==> config.mk <==
export PLATFORM = sky130hd
export DESIGN_NAME = instr_fetch_unit
export DESIGN_NICKNAME = d
export VERILOG_FILES = /design/src/rtl/instr_fetch_unit.sv
export SDC_FILE = /design/constraint.sdc
export NUM_CORES = 1
export LEC_CHECK = 0
export CORE_UTILIZATION = 35
export DETAILED_ROUTE_END_ITERATION = 10
export PLACE_DENSITY = 0.53
export SYNTH_ARGS = -nofsm -noshare
export SYNTH_HDL_FRONTEND = slang
export SYNTH_SLANG_ARGS = --single-unit
==> constraint.sdc <==
create_clock -name clk -period 3.6 [get_ports clk]
set_clock_uncertainty 0.1 [all_clocks]
set_input_delay 0.72 -clock clk [delete_from_list [all_inputs] [get_ports clk]]
set_output_delay 0.72 -clock clk [all_outputs]
set_load 0.01 [all_outputs]
==> src/rtl/instr_fetch_unit.sv <==
// Instruction fetch stage: single-outstanding imem reads feeding a prefetch FIFO.
// Define FETCH_BYPASS_EN to forward a response straight to the decoder when the FIFO is empty.
module instr_fetch_unit #(
  parameter int                ADDR_W     = 16,
  parameter int                DATA_W     = 16,
  parameter int                FIFO_DEPTH = 4,
  parameter logic [ADDR_W-1:0] RESET_PC   = '0
) (
  input  logic              clk,
  input  logic              reset,
  input  logic [ADDR_W-1:0] pc_in,
  input  logic              pc_load,
  output logic              imem_req,
  output logic [ADDR_W-1:0] imem_addr,
  input  logic              imem_ack,
  input  logic [DATA_W-1:0] imem_rdata,
  output logic              instr_valid,
  output logic [DATA_W-1:0] instr_data,
  output logic [ADDR_W-1:0] instr_addr,
  input  logic              instr_ready,
  output logic              increm_pc,
  output logic              fetch_busy
);

  localparam int PTR_W = $clog2(FIFO_DEPTH);
  localparam int CNT_W = $clog2(FIFO_DEPTH + 1);
  localparam logic [CNT_W-1:0] DEPTH_C = CNT_W'(FIFO_DEPTH);

  typedef enum logic [1:0] {IDLE, REQ, DISCARD} state_e;

  typedef struct packed {
    logic [ADDR_W-1:0] addr;
    logic [DATA_W-1:0] data;
  } entry_t;

  state_e            state_q, state_d;
  logic [ADDR_W-1:0] fetch_addr_q, fetch_addr_d;
  logic [ADDR_W-1:0] req_addr_q, req_addr_d;
  logic [ADDR_W-1:0] fetch_addr_inc;
  logic [PTR_W-1:0]  wr_ptr_q, wr_ptr_d, rd_ptr_q, rd_ptr_d;
  logic [CNT_W-1:0]  count_q, count_d;
  entry_t            mem_q [FIFO_DEPTH];
  entry_t            head;
  logic              ack_in_req, fifo_valid, bypass, push, fifo_pop;

  // req_addr_q is the address actually on the bus; fetch_addr_q may already hold a redirect target.
  assign imem_req   = (state_q != IDLE);
  assign imem_addr  = req_addr_q;
  assign fetch_busy = (state_q != IDLE);

  always_comb begin
    // NOTE: every signal written here gets a default first, so no path can infer a latch.
    ack_in_req  = (state_q == REQ) && imem_ack;
    fifo_valid  = (count_q != '0);
    head        = mem_q[rd_ptr_q];
`ifdef FETCH_BYPASS_EN
    bypass      = ack_in_req && !fifo_valid && !pc_load;
`else
    bypass      = 1'b0;
`endif
    instr_valid = fifo_valid || bypass;
    instr_addr  = '0;
    instr_data  = '0;
    if (bypass) begin
      instr_addr = req_addr_q;
      instr_data = imem_rdata;
    end else if (fifo_valid) begin
      instr_addr = head.addr;
      instr_data = head.data;
    end

    increm_pc = instr_valid && instr_ready && !pc_load;
    fifo_pop  = increm_pc && fifo_valid;
    push      = ack_in_req && !pc_load && !(bypass && instr_ready);

    wr_ptr_d = wr_ptr_q;
    rd_ptr_d = rd_ptr_q;
    count_d  = count_q;
    if (pc_load) begin
      wr_ptr_d = '0;
      rd_ptr_d = '0;
      count_d  = '0;
    end else begin
      if (push)     wr_ptr_d = wr_ptr_q + PTR_W'(1);
      if (fifo_pop) rd_ptr_d = rd_ptr_q + PTR_W'(1);
      count_d = count_q + CNT_W'(push) - CNT_W'(fifo_pop);
    end
  end

  always_comb begin
    state_d        = state_q;
    fetch_addr_d   = fetch_addr_q;
    req_addr_d     = req_addr_q;
    fetch_addr_inc = fetch_addr_q + ADDR_W'(1);
    unique case (state_q)
      IDLE: begin
        if (pc_load) begin
          fetch_addr_d = pc_in;
          req_addr_d   = pc_in;
          state_d      = REQ;
        end else if (count_d < DEPTH_C) begin
          req_addr_d = fetch_addr_q;
          state_d    = REQ;
        end
      end
      REQ: begin
        if (pc_load) begin
          fetch_addr_d = pc_in;
          if (imem_ack) begin
            req_addr_d = pc_in;
          end else begin
            state_d = DISCARD;
          end
        end else if (imem_ack) begin
          fetch_addr_d = fetch_addr_inc;
          if (count_d < DEPTH_C) begin
            req_addr_d = fetch_addr_inc;
          end else begin
            state_d = IDLE;
          end
        end
      end
      DISCARD: begin
        if (pc_load) fetch_addr_d = pc_in;
        // The stale request completes here; its data is never pushed.
        if (imem_ack) begin
          if (count_d < DEPTH_C) begin
            req_addr_d = fetch_addr_d;
            state_d    = REQ;
          end else begin
            state_d = IDLE;
          end
        end
      end
      default: state_d = IDLE;
    endcase
  end

  always_ff @(posedge clk or negedge reset) begin
    if (!reset) begin
      state_q      <= IDLE;
      fetch_addr_q <= RESET_PC;
      req_addr_q   <= RESET_PC;
      wr_ptr_q     <= '0;
      rd_ptr_q     <= '0;
      count_q      <= '0;
    end else begin
      // NOTE: state registers use non-blocking assignment so every flop samples pre-edge values.
      state_q      <= state_d;
      fetch_addr_q <= fetch_addr_d;
      req_addr_q   <= req_addr_d;
      wr_ptr_q     <= wr_ptr_d;
      rd_ptr_q     <= rd_ptr_d;
      count_q      <= count_d;
    end
  end

  // NOTE: FIFO storage is deliberately not reset; count_q masks unwritten entries from the outputs.
  always_ff @(posedge clk) begin
    if (push) mem_q[wr_ptr_q] <= {req_addr_q, imem_rdata};
  end

endmodule
==> flow_summary.yaml <==
setup_path:
  crit_path_top_delay_cell: "clkdlybuf4s50_1"
  endpoint_kind: "flop"
  cp_max_fo: 24
  r2r-end: "imem_addr[11]$_DFFE_PN0P_"
  critPathMaxStageDelay_ns: 0.48
  reg2reg_setup_slack_ns: 0.30
  crit_type: "in2reg"
  crit_path_cell_trace: "clkdlybuf4s50_1 -> nor2b_1 -> nand2_1 -> ha_1 -> inv_1 -> ha_1 -> inv_1 -> fa_1 -> xor3_1 -> a22o_1 -> buf_12 -> a221o_1 -> o21ai_1"
  critical_path.startpoint_type: "primary input"
  r2r_start: "count_q[1]$_DFF_PN0_"
  cp_top_family: "adder cells"
  path_buf_inv: 4
  reg2reg_depth: 13
  crit_arrival_ns: 3.61
  worstPathRequired_ns: 3.84
clock_tree:
  cts_buffers: 17
  clk_path_buf_depth: 2
  cts-hold-fix-buffers: 0
  ctsResizeCount: 0
  clkTransAtPathRegs_ns: 0.07
  clk_latency_ns: 0.41
  cts_tree: "done"
  clock_sinks: 169
  cts_root_buf: "clkbuf_16"
  htree_levels: 4
  post_cts_buffers: 0
synthesis:
  synth-seq-cells: 169
  async_flop_share: 0.2426
  synth_edf_count: 128
  yosysUniqueCellTypes: 68
  ys.flop_type: "edfxtp_1"
  ys_warn_count: 0
  syn-cell-area_um2: 7721
  ys_seq_area_frac: 0.6307
  syn_inst: 528
  synth_fp_nets: 573
  avgSynthCellArea_um2: 14.62
timing:
  hold_ws_ns: 0.3724
  relSlewSlack: 0.3296
  finalSetupViolCount: 0
  fin_crit_ns: 3.373
  fmax_mhz: 296.5
  finalHoldViolations: 0
  period_share: 0.9368
  maxSlewViolCount: 0
  worst-slew-pin-transition_ns: 1.006
  rsz0062_at_grt: "false"
die:
  start_util: 0.3616
  io_pins: 89
  die_x_um: 150.5
  rows: 53
  design.die.area_um2: 22660
  dieHeight_um: 150.5
  core_um2: 21350
global_route:
  antenna_found_initial: 0
  grt_max_degree: 44
  track_usage: 0.1669
  grt_overflow_total: 0
  grt_pass1_vias: 4909
  grt_pass1_wl_mm: 28.08
detailed_routing:
  drt_iter0_markers: 290
  vias: 4781
  drtAntennaViolNets: 0
  wire_per_inst_um: 19.76
  wirelength_mm: 17.82
  drt_pass1_iterations: 5
  route.detailed.drc: 0
  via_per_inst: 5.300
layout:
  nNetsFinal: 661
  drive_above_1_share: 0.1691
  fill_cells: 1919
  post-route-util: 0.4471
  num_antenna_cells: 0
  area_growth_pct: 23.66
pwr:
  vdd_drop_max_mv: 0.3678
  finalPower_uw: 7195
  powerDensity_nw_per_um2: 753.6
  power.leakage_uw: 0.003296
hold_path:
  hold_class: "in2async"
placement:
  gp_congestion: 0.8768
  dp_hpwl_mm: 11.61
  portBuffers: 88
outcome:
  status: "finished, final reports clean"
job:
  drv_cap: 0
==> report_power, final <==
part           total [uW]  internal [uW]  switching (uW)
Clock                1860           1100             757
Sequential           2880           2500             382
Combinational        2460           1290            1170
==> per-stage QoR <==
| step | cells | area, um2 | setup WS, ns | setup TNS, ns |
|---|---|---|---|---|
| 6_report | 902 | 9548 | 0.2274 | 0 |
| 3_3_place_gp | 872 | 8952 | -0.1490 | -0.9365 |
| 3_5_place_dp | 872 | 8952 | -0.2073 | -1.701 |
| 2_1_floorplan | 528 | 7724 | 0.03335 | 0 |
| 5_1_grt | 902 | 9548 | 0.08242 | 0 |
| 4_1_cts | 902 | 9548 | 0.2263 | 0 |
==> cell usage after synthesis, types with 7 or more instances <==
| cell type | n | area share |
|---|---|---|
| nor2_1 | 25 | 0.012 |
| clkbuf_1 | 10 | 0.0049 |
| mux4_2 | 32 | 0.093 |
| edfxtp_1 | 128 | 0.50 |
| a31oi_1 | 7 | 0.0057 |
| inv_1 | 8 | 0.0039 |
| o21ai_0 | 16 | 0.010 |
| a21oi_1 | 20 | 0.013 |
| nor2b_1 | 7 | 0.0057 |
| ha_1 | 7 | 0.011 |
| nand3_1 | 14 | 0.0091 |
| and3_1 | 7 | 0.0057 |
| and2_1 | 36 | 0.029 |
| buf_2 | 22 | 0.014 |
| nand2_1 | 22 | 0.011 |
| nor3_1 | 11 | 0.0071 |
| o21ai_1 | 7 | 0.0045 |
| a221o_1 | 7 | 0.0091 |
| dfrtp_1 | 41 | 0.13 |
==> cells by family after synthesis <==
logic type	share of synthesized area
fa+ha+maj	0.01394
buf+inv	0.03273
compound gates	0.08816
simple gates	0.1123
xor+xnor	0.009885
flops	0.6307
mux	0.1123
==> routing by layer <==
layer	wire [um]	GRT usage
met4	315	0.04596
met1	8409	0.2326
met2	8427	0.2668
met3	671	0.03030
met5	0	0
==> sequential cells by signal, summed over array words and instances, names as in the netlist <==
register / cells
wr_ptr_q: 2
fetch_addr_q: 16
mem_q: 128
state_q: 2
count_q: 3
imem_addr: 16
rd_ptr_q: 2
==> how the worst max path moves through the flow <==
| stage | end | from | cells after the start | slack (ns) |
|---|---|---|---|---|
| after global routing | imem_addr[11]$_DFFE_PN0P_ | imem_ack | 13 | 0.08 |
| after global placement | imem_addr[11]$_DFFE_PN0P_ | imem_ack | 13 | -0.15 |
| final | imem_addr[11]$_DFFE_PN0P_ | imem_ack | 13 | 0.23 |
| after floorplan | imem_addr[1]$_DFFE_PN0P_ | pc_load | 14 | 0.03 |
| after CTS | imem_addr[11]$_DFFE_PN0P_ | imem_ack | 13 | 0.23 |
| after detailed placement | imem_addr[11]$_DFFE_PN0P_ | imem_ack | 13 | -0.21 |
==> placed cells by master (no fill, tap or decap), types with 3 or more instances in the layout <==
cell type        count
edfxtp_1           128
and3_2               4
a31oi_1              7
bufinv_16            3
nor3_1              11
nand2_1             22
o21ai_0             16
a311o_1              3
a21oi_1             20
inv_6                3
nand3_1             14
and4_1               4
nand4_1              5
clkbuf_16           17
buf_4               16
dfrtp_1             40
a21boi_0             5
o221ai_1             3
nor2_1              25
and3_1               3
a22o_1               6
nand2b_1             5
mux4_2              32
clkdlybuf4s50_1     87
ha_1                 7
xor2_1               4
and2_1              36
mux2_2               5
buf_12               5
nand3b_1             3
a221o_1              7
inv_1                8
clkinv_4             3
mux2i_1              6
nor2b_1              7
o21ai_1              7
==> area by class of cell <==
| class | count | area (um2) | area share |
|---|---|---|---|
| Tap cell | 275 | 344.1 | 0.03604 |
| Multi-Input combinational cell | 309 | 2604 | 0.2727 |
| Clock inverter | 12 | 166.4 | 0.01743 |
| Clock buffer | 18 | 429.2 | 0.04495 |
| Inverter | 10 | 37.54 | 0.003931 |
| Sequential cell | 169 | 4871 | 0.5102 |
| Timing Repair Buffer | 109 | 1096 | 0.1148 |
No activity file was read; power rests on OpenSTA's default activity.
